`src/rtl/serial_subtractor.sv`:
```
// Bit-serial two's-complement subtractor: diff = a - b - bin, LSB-first, one bit per clock.
// Optional signed-overflow output enabled by defining SERIAL_SUB_OVF_EN.
module serial_subtractor #(
  parameter int unsigned WIDTH = 8
) (
  input  logic             clk,
  input  logic             rst,
  input  logic             in_valid,
  output logic             in_ready,
  input  logic [WIDTH-1:0] a,
  input  logic [WIDTH-1:0] b,
  input  logic             bin,
  output logic             out_valid,
  input  logic             out_ready,
  output logic [WIDTH-1:0] diff,
  output logic             borrow,
  output logic             busy
`ifdef SERIAL_SUB_OVF_EN
  ,
  output logic             ovf
`endif
);

  localparam int unsigned CW = $clog2(WIDTH + 1);
  localparam logic [CW-1:0] LAST = CW'(WIDTH - 1);

  typedef enum logic [1:0] {
    S_IDLE,
    S_SHIFT,
    S_DONE
  } state_t;

  state_t           r_state;
  logic [WIDTH-1:0] r_a;
  logic [WIDTH-1:0] r_b;
  logic [WIDTH-1:0] r_diff;
  logic [CW-1:0]    r_cnt;
  logic             r_br;
  logic             r_borrow;
  logic             r_in_ready;
  logic             r_out_valid;
  logic             r_busy;
`ifdef SERIAL_SUB_OVF_EN
  logic             r_a_msb;
  logic             r_b_msb;
  logic             r_ovf;
`endif

  logic w_a0;
  logic w_b0;
  logic w_d;
  logic w_bo;

  // Full-subtractor cell on the current LSBs and the running borrow.
  always_comb begin
    w_a0 = r_a[0];
    w_b0 = r_b[0];
    w_d  = w_a0 ^ w_b0 ^ r_br;
    w_bo = (~w_a0 & w_b0) | (~(w_a0 ^ w_b0) & r_br);
  end

  always_ff @(posedge clk) begin
    if (rst) begin
      r_state     <= S_IDLE;
      r_a         <= '0;
      r_b         <= '0;
      r_diff      <= '0;
      r_cnt       <= '0;
      r_br        <= 1'b0;
      r_borrow    <= 1'b0;
      r_in_ready  <= 1'b1;
      r_out_valid <= 1'b0;
      r_busy      <= 1'b0;
`ifdef SERIAL_SUB_OVF_EN
      r_a_msb     <= 1'b0;
      r_b_msb     <= 1'b0;
      r_ovf       <= 1'b0;
`endif
    end else begin
      case (r_state)
        S_IDLE: begin
          if (in_valid) begin
            r_a        <= a;
            r_b        <= b;
            r_br       <= bin;
            r_cnt      <= '0;
            r_in_ready <= 1'b0;
            r_busy     <= 1'b1;
            r_state    <= S_SHIFT;
`ifdef SERIAL_SUB_OVF_EN
            r_a_msb    <= a[WIDTH-1];
            r_b_msb    <= b[WIDTH-1];
`endif
          end
        end

        S_SHIFT: begin
          r_diff <= {w_d, r_diff[WIDTH-1:1]};
          r_a    <= {1'b0, r_a[WIDTH-1:1]};
          r_b    <= {1'b0, r_b[WIDTH-1:1]};
          r_br   <= w_bo;
          r_cnt  <= r_cnt + CW'(1);
          if (r_cnt == LAST) begin
            // Final cell: its difference bit is the result MSB, its borrow the carry-out.
            r_borrow    <= w_bo;
            r_out_valid <= 1'b1;
            r_state     <= S_DONE;
`ifdef SERIAL_SUB_OVF_EN
            r_ovf       <= (r_a_msb != r_b_msb) && (w_d != r_a_msb);
`endif
          end
        end

        S_DONE: begin
          if (out_ready) begin
            r_out_valid <= 1'b0;
            r_in_ready  <= 1'b1;
            r_busy      <= 1'b0;
            r_state     <= S_IDLE;
          end
        end

        default: begin
          r_state     <= S_IDLE;
          r_in_ready  <= 1'b1;
          r_out_valid <= 1'b0;
          r_busy      <= 1'b0;
        end
      endcase
    end
  end

  assign in_ready  = r_in_ready;
  assign out_valid = r_out_valid;
  assign busy      = r_busy;
  assign diff      = r_diff;
  assign borrow    = r_borrow;
`ifdef SERIAL_SUB_OVF_EN
  assign ovf       = r_ovf;
`endif

endmodule

```
`config.mk`:
```
export PLATFORM = sky130hd
export DESIGN_NAME = serial_subtractor
export DESIGN_NICKNAME = d
export VERILOG_FILES = /design/src/rtl/serial_subtractor.sv
export SDC_FILE = /design/constraint.sdc
export NUM_CORES = 1
export LEC_CHECK = 0
export CAP_MARGIN = 20
export CORE_UTILIZATION = 45
export CTS_CLUSTER_DIAMETER = 120
export DETAILED_ROUTE_END_ITERATION = 12
export PLACE_DENSITY = 0.83
export SLEW_MARGIN = 40
export SYNTH_ARGS = -nofsm -noshare
export SYNTH_HDL_FRONTEND = slang
export SYNTH_SLANG_ARGS = --single-unit
```
`constraint.sdc`:
```
create_clock -name clk -period 1.7 [get_ports clk]
set_input_delay 0.425 -clock clk [delete_from_list [all_inputs] [get_ports clk]]
set_output_delay 0.425 -clock clk [all_outputs]
set_load 0.01 [all_outputs]
```
; Yosys cells after proc, flatten, opt, wreduce, memory -nomap -nowiden
; Cells that the tools add are included.
[totals]
output_inout_bits = 12
elab_cells = 53
reg_bits = 35
[classes]
addsub = 1
n_mux = 20
reduce_logical = 7
n_eq_ne = 6
n_bitwise = 9
[ops]
columns = operator, n
row1 = $pmux W8 S2, 2
row2 = $mux W8, 2
row3 = $pmux W1 S3, 3
row4 = $reduce_and A3 Y1, 3
row5 = $pmux W4 S2, 1
row6 = $mux W1, 6
row7 = $mux W2, 3
row8 = $ne A2 B2 Y1 const B, 3
row9 = $pmux W2 S3, 1
row10 = $add A4 B1 Y4 const B, 1
row11 = $eq A4 B3 Y1 const B, 1
row12 = $mux W4, 1
row13 = $not A1 Y1, 4
row14 = $reduce_and A2 Y1, 2
row15 = $and A1 B1 Y1, 2
row16 = $eq A2 B1 Y1 const B, 1
row17 = $eq A2 B2 Y1 const B, 1
row18 = $logic_not A2 Y1, 1
row19 = $pmux W1 S2, 1
row20 = $reduce_bool A2 Y1, 1
row21 = $xor A1 B1 Y1, 2
row22 = $or A1 B1 Y1, 1

; Longest topological paths before layout
; Gate-level depths: netlist of the first run.
[depth]
word_depth = 5
depth_mapped = 5
mapped_depth_nobuf = 5

; Worst setup path before layout of the first run
; No wires, ideal clock.
[synth_path]
path_type = register -> register
start = register r_b[0]
end = register r_borrow, in the netlist borrow
setup_ns = 0.071
n_path_buf = 0
arrival_ns = 1.178
stages_incl_launch_ff = 5
t_required_ns = 1.629
path_slack_ns = 0.450
path_cell_list = dfxtp_1 -> inv_1 -> fa_1 -> or3_1 -> a21oi_1
[synth_via]
elab_chain_cells = 4
[synth_rtl]
columns = item, line
row1 = start: declaration, 35  ; logic [WIDTH-1:0] r_b;
row2 = start signal: assignment, 100  ; r_b <= {1'b0, r_b[WIDTH-1:1]};
row3 = $xor A1 B1 Y1, 59  ; w_bo = (~w_a0 & w_b0) | (~(w_a0 ^ w_b0) & r_br);
row4 = $not A1 Y1, 59
row5 = $and A1 B1 Y1, 59
row6 = $or A1 B1 Y1 (*), 59
row7 = end signal: assignment, 105  ; r_borrow <= w_bo;
row8 = end: declaration, 39  ; logic r_borrow;
; Mark *: on every way between the ends. The rest lies on a longest branch, timed or not.
; A chain may end at the register's enable or synchronous reset.

; Final worst setup path of the first run
[layout_path]
start = register r_diff[7], in the netlist diff[7]
end = output port diff[7]
[layout_rtl]
columns = item, line
row1 = start: declaration, 36  ; logic [WIDTH-1:0] r_diff;
row2 = start signal: assignment, 98  ; r_diff <= {w_d, r_diff[WIDTH-1:1]};
row3 = end: declaration, 15  ; output logic [WIDTH-1:0] diff,
; No word-level cell between the ends.

==> results.txt, run 1 <==
The path depth of the worst reg2reg path came out at 5. Setup total negative slack on the finished layout was measured at 0 ps. The count of final setup violators is 0.

The data arrival at the endpoint of the critical path is 1000 ps. By count the netlist is led by sky130_fd_sc_hd__nand2_1 (38), sky130_fd_sc_hd__dfxtp_1 (35), sky130_fd_sc_hd__a21oi_1 (27). Yosys attributes the largest share of cell area to sky130_fd_sc_hd__dfxtp_1 (45%), sky130_fd_sc_hd__a211oi_2 (9.6%), sky130_fd_sc_hd__nand2_1 (9.1%), sky130_fd_sc_hd__a21oi_1 (8.6%), sky130_fd_sc_hd__nor2_1 (4.5%). In this run the count of I/O pins placed on the die edge is 33. The global placer's final weighted congestion came out at 0.744.

In this design, the largest share of critical-path delay is due to flip-flops. The most used flip-flop cell after synthesis is sky130_fd_sc_hd__dfxtp_1. The share of the Yosys chip area taken by registers is 0.446. The number of antenna violations at the first check in global routing is 0. The maximum buffer depth of the clock tree came out at 2.

The number of sinks handled by clock tree synthesis came out at 35. STA classifies the critical path startpoint as a flop. The cell count after synthesis is 179. The average instance area after synthesis is 8.77 um2. Yosys instantiated no cell more often than sky130_fd_sc_hd__nand2_1. The effective utilization at floorplan came out at 0.471. Among all stages on the critical path, the largest delay is contributed by sky130_fd_sc_hd__dfxtp_1.

The number of stages on the worst hold path came out at 2. Counting flops with a built-in enable in the synthesized netlist gives 0. The width of the die came out at 61.1 um. Counting I/O delays and the setup requirement, the final critical path takes 1420 ps. The share of the synthesized area in the top cell type is 0.446. Of all nets on the critical path, the largest fanout is 3.

The total global routing track utilization came out at 0.189. The number of max-slew violations in the final report came to 0. The share of the core filled with cells is 0.618. The total congestion overflow is 0. The number of buffer cells added on primary ports came out at 32. The number of buffer and inverter stages on the critical path came out at 1. The die footprint came out at 3730 um2. The longest individual stage delay on the worst path came out at 380 ps.

The first-pass detailed-route iteration total came out at 4. After floorplanning, the core was divided into 21 placement rows. 0 antenna diodes ended up in the layout. The average wire per cell in the routed design is 11.8 um. The count of endpoints failing hold in the final timing report came out at 0.

At the worst endpoint, the required time is 1270 ps. The number of H-tree branching levels came out at 2. The worst voltage drop across the vdd grid came out at 646 uV.

The via density per instance is 5.13. The worst slew margin relative to its limit is 0.775. The post-route clock period utilization came out at 0.836. The relative area change from synthesis to final layout came out at 31.4%.

The placement-stage cell area is 1940 um2. After clock tree synthesis, the clock-pin slew on the worst setup and hold paths is 100 ps. The tool flagged a number of max-cap violations equal to 0. Counting distinct cell types in the post-synthesis netlist gives 31. The die boundary height came out at 61.1 um. The area of the core is 3340 um2. The transition time of the tightest slew-check pin came out at 337 ps.

The signal on the critical path passes through dlygate4sd2_1. The remaining number of nets flagged by the antenna check after routing is 0. The global-route wire length before repair is 5170 um. The number of setup buffers added after CTS is 0. The cell area after layout came out at 2060 um2. In the final layout, the share of cells above drive strength 1 is 0.159. The critical path is of the reg2out type.

The maximum operating frequency is 0.703 GHz. The setup skew after layout is 7.57 ps. For this design the ratio of total power to cell area is 924 nW/um2. The sum of net half-perimeters after detailed placement came out at 2140 um. Clock tree synthesis inserted a total of 5 buffers. The worst hold path belongs to the class reg2reg. The run finished with clean final reports. The total wirelength of the detailed-routed design came out at 3070 um. The critical path capture point type is a primary output.

The pin count of the biggest net entering global routing is 24. The insertion delay to the later sink of the worst-skew pair is 340 ps. The total number of vias is 1334. The number of stages on the worst setup path came out at 1. Summed over all cells, the static leakage comes to 0.973 nW.

The synthesized cell area is 1570 um2. The number of nets in the synthesized netlist came out at 202. The warning count from the yosys run is 0.

The via count of the first global-routing pass came to 1193. After synthesis the netlist holds a flip-flop and latch count of 35. The CTS tree is built. The share of synthesized registers carrying an async set or reset came out at 0.

The root buffer cell chosen for the clock tree is sky130_fd_sc_hd__clkbuf_4. The DRC violations left is 0. At the end of the flow, the number of nets in the layout was 236. Setup repair after global routing left no endpoint under its margin. After the first detailed-routing iteration, the DRC count stood at 60.

The biggest area contributor in the post-synthesis netlist is sky130_fd_sc_hd__dfxtp_1.
==> layer usage <==
layer  vias up  part of all wire  global-route usage
met5         -                 0                   0
met4         0             0.016              0.0844
met3         6             0.054              0.0588
met2        33              0.46               0.280
met1       614              0.46               0.254
li1        681                 -                   -
==> layout make-up <==
cell class	count	area [um2]
clock buffer	6	41.3
fill	284	1270
inverter	3	11.3
timing repair buffer	42	434
sequential	35	701
clock inverter	2	60.1
tap	46	57.6
multi-input combinational	126	758
==> stage by stage <==
step	hold WS, ps	total power [mW]	setup slack [ps]	cells
finish	454	1.91	278	260
global route	491	2.00	154	260
CTS	463	1.92	0.953	260
detailed placement	448	1.19	24.1	252
global placement	442	1.19	40.0	252
floorplan	456	1.09	450	179
==> cells by family (layout without fill, tap and decap cells) <==
| logic type | Yosys count | after routing | synth area share |
|---|---|---|---|
| AND/OR/NAND/NOR | 71 | 71 | 0.205 |
| AO/OA/AOI/OAI | 53 | 53 | 0.257 |
| flip-flops | 35 | 35 | 0.446 |
| buffers and inverters | 18 | 53 | 0.0709 |
| adder cells (fa/ha/maj) | 2 | 2 | 0.0207 |
==> state kept, by name, indices dropped and copies added (netlist names) <==
signal,flops
r_b,8
busy,1
r_cnt,4
r_a,8
r_state,2
r_br,1
in_ready,1
borrow,1
out_valid,1
diff,8
==> report_power, final <==
| group | leakage (nW) | switching (mW) | internal [mW] |
|---|---|---|---|
| sequential | 0.287 | 0.0299 | 0.867 |
| combinational | 0.634 | 0.137 | 0.138 |
| clock | 0.0525 | 0.276 | 0.459 |
==> placed cells by master, fill, tap and decap left out, types with 3 or more instances in the layout <==
cell type and count:
sky130_fd_sc_hd__buf_4 9, sky130_fd_sc_hd__a21oi_1 27, sky130_fd_sc_hd__a22oi_1 3, sky130_fd_sc_hd__a211oi_2 12
sky130_fd_sc_hd__nand2_1 38, sky130_fd_sc_hd__clkbuf_4 5, sky130_fd_sc_hd__clkdlybuf4s50_1 20, sky130_fd_sc_hd__inv_1 3
sky130_fd_sc_hd__dfxtp_1 35, sky130_fd_sc_hd__dlymetal6s2s_1 11, sky130_fd_sc_hd__nor2_1 19
==> path summary, 6_finish.rpt <==
path	from	end	slack [ps]
max	diff[7]	diff[7]	280
min	out_valid	out_valid	450
max reg2reg	r_state[0]	r_b[4]	290
min reg2reg	out_valid	out_valid	450
==> what timing repair did <==
action,CTS,global route
gates cloned,0,0
gates resized for setup,1,11
endpoints found under the setup margin,1,11
hold endpoints to repair,0,0
hold buffers,0,0
Note: power is estimated with default switching activity, not from simulation.
==> run 2, diff against run 1 <==
PLACE_DENSITY = 0.86   (was 0.83)
clock period = 1.2 ns   (was 1.7 ns; I/O delays follow)
==> results.txt, run 2 (same netlist as run 1, synthesis figures left out) <==
The run finished, with violations left. The worst voltage drop across the vdd grid is 1060 uV. The number of max-slew violations in the final report is 0.

The first TritonRoute pass finished after 4 iterations. The die footprint came out at 3730 um2. The transition time of the tightest slew-check pin came out at 223 ps. The number of stages on the worst hold path is 2.

The global-route wire length before repair is 5200 um. The combinational group share of total power is 0.208. The critical path start-end classification is reg2reg. 0 antenna diodes ended up in the layout.

The cell type of the slowest stage on the worst timing path is sky130_fd_sc_hd__or3_4. The count of endpoints failing hold in the final timing report is 0. Setup repair after global routing could not meet its margin everywhere.

The longest individual stage delay on the worst path came out at 380 ps. The setup skew after layout is 12.5 ps. The path class of the tightest hold or removal check is reg2reg.

Grouping stages by cell kind, the critical path spends the most delay in simple AND/OR/NAND/NOR gates. The max-capacitance violation count is 0. Once detail routing completed, the nets flagged for antenna violations numbered 0. The maximum operating frequency came out at 0.765 GHz. Walking the worst path, the cells encountered are inv_2 > fa_2 > or3_4 > a21oi_2. The number of buffers created by CTS came out at 5. The pin count of the biggest net entering global routing came out at 19. The number of buffer and inverter stages on the critical path came out at 1. The power density over the cells came out at 1160 nW/um2.

The final period demand of the worst path came out at 1310 ps. The number of H-tree branching levels is 2. The switching power total came out at 0.745 mW.

From left edge to right edge, the die measures 61.1 um. The number of buffer cells added on primary ports is 32. Clock-pin slew was measured on the worst setup and hold paths at 120 ps. The via density per instance came out at 5.21. The area of the core came out at 3340 um2. Once layout is complete, the cells apart from fillers number 281. The relative area change from synthesis to final layout came out at 49.8%. The final layout net count is 257.

For this run, design rule violations remaining after detail routing come to 0. After routing the design area is 2350 um2. The data arrival at the endpoint of the critical path is 1610 ps. The total global routing track utilization came out at 0.193. The hold-fix buffer count after cts came out at 0.

Counting tap cells, the placed design contains a total of 267 instances. The average wire per cell in the routed design is 14.4 um. The floorplan row count came out at 21.

STA classifies the critical path startpoint as a flop. The number of antenna violations at the first check in global routing is 0. The launch point of the worst reg-to-reg path is r_br. The part of the power in the clock network came out at 0.320. Pin placement for this block handled 33 I/O pins. The end point of the most critical hold path is diff[0].

The endpoint identified for the worst register-to-register timing path is borrow. Of all nets on the critical path, the largest fanout is 2. The initial utilization of the core area, before any placement, comes to 0.471.

Leaving out fill and tap cells, the most frequent cells in the layout are sky130_fd_sc_hd__nand2_1 (38), sky130_fd_sc_hd__buf_4 (21), sky130_fd_sc_hd__clkdlybuf4s50_1 (19). The worst hold path begins at diff[0]. The switching power as a share of total power came out at 0.274.

In the post-route analysis, the smallest setup slack over all paths is -106 ps. The post-route clock period utilization is 1.09. The worst reg-to-reg setup slack came out at -110 ps. The cell internal power dissipation came out at 1.97 mW. The count of final setup violators is 12. The worst slew margin relative to its limit came out at 0.851.

The global placer's final weighted congestion is 0.784. The data required time at the worst endpoint is 1510 ps. The total wirelength of the detailed-routed design came out at 4040 um. The sequential power share came out at 0.472.

The maximum buffer depth of the clock tree is 2. The leakage power summed over all cells is 0.960 nW. The sum of net half-perimeters after detailed placement came out at 2220 um. The via count of the first global-routing pass was 1185. The library cell used most frequently in the layout, excluding fill and tap cells, is sky130_fd_sc_hd__nand2_1.

The number of inserted filler cells in the final layout is 242. The root buffer cell chosen for the clock tree is sky130_fd_sc_hd__clkbuf_4. The total congestion overflow is 0. The number of sinks handled by clock tree synthesis came out at 35. The final reports fail on setup timing. The CTS tree is built. In this run the cell area measured after placement is 2080 um2. After the first detailed-routing iteration, the DRC count stood at 45. The total number of vias came out at 1465. The path depth of the worst reg2reg path is 4. The floorplan step set the die height to 61.1 um. The insertion delay to the later sink of the worst-skew pair is 360 ps. The critical path capture point type is a flop. The proportion of layout cells with a drive suffix above 1 came out at 0.460.
-- run 2: how the worst max path moves through the flow --
stage | end | start | cells past startpoint
6_report | borrow | r_br | 4
5_1_grt | borrow | r_a[0] | 3
4_1_cts | borrow | r_a[0] | 3
3_5_place_dp | r_br | in_valid | 4
3_3_place_gp | r_br | in_valid | 4
2_1_floorplan | borrow | r_b[0] | 4
-- run 2: what timing repair did --
action,CTS,global route
gates resized for setup,68,29
endpoints found under the setup margin,22,18
pin swaps,0,16
buffers inserted,0,3
cloned,0,3
-- run 2: tightest hold or removal path, stage by stage, from the launching register on --
cell,delay (ps)
sky130_fd_sc_hd__dfxtp_2,340
sky130_fd_sc_hd__nand2_1,40
sky130_fd_sc_hd__a21oi_1,50
-- run 2: final cells by class --
cell class                      count  area [um2]  share of cell area
Tap cell                           46        57.6              0.0245
Inverter                            3        11.3             0.00479
Multi-Input combinational cell    126         866               0.368
Clock inverter                      3        43.8              0.0186
Sequential cell                    35         724               0.308
Timing Repair Buffer               63         612               0.260
Clock buffer                        5        37.5              0.0160
-- run 2: metrics by stage --
step,hold slack (ps),utilization,setup slack (ps),setup TNS (ps),total power [mW]
final,457,0.705,-106,-339,2.72
after global routing,476,0.705,-139,-1170,2.82
after CTS,455,0.641,-55.2,-77.0,2.59
after detailed placement,444,0.622,-357,-7560,1.75
after global placement,440,0.622,-338,-6980,1.74
after floorplan,448,-,1.83,0,1.55
-- run 2: power groups by stage --
stage	Combinational, mW	Clock (mW)	Sequential [mW]
2_1_floorplan	0.256	0	1.29
3_3_place_gp	0.449	0	1.29
3_5_place_dp	0.456	0	1.29
4_1_cts	0.453	0.872	1.27
5_1_grt	0.604	0.924	1.29
6_report	0.565	0.870	1.28
-- run 2: per-layer routing --
layer / share of wire / GRT usage / vias to the layer above / wire (um)
li1: - / - / 725 / -
met1: 0.44 / 0.245 / 699 / 1770
met2: 0.51 / 0.306 / 33 / 2040
met3: 0.036 / 0.0567 / 8 / 145
met4: 0.019 / 0.0812 / 0 / 78
met5: 0 / 0 / - / 0
==> run 3, diff against run 2 <==
SLEW_MARGIN = unset   (was 40)
==> results of run 3 <==
The final DEF is identical to that of run 2; final timing and power are the same.
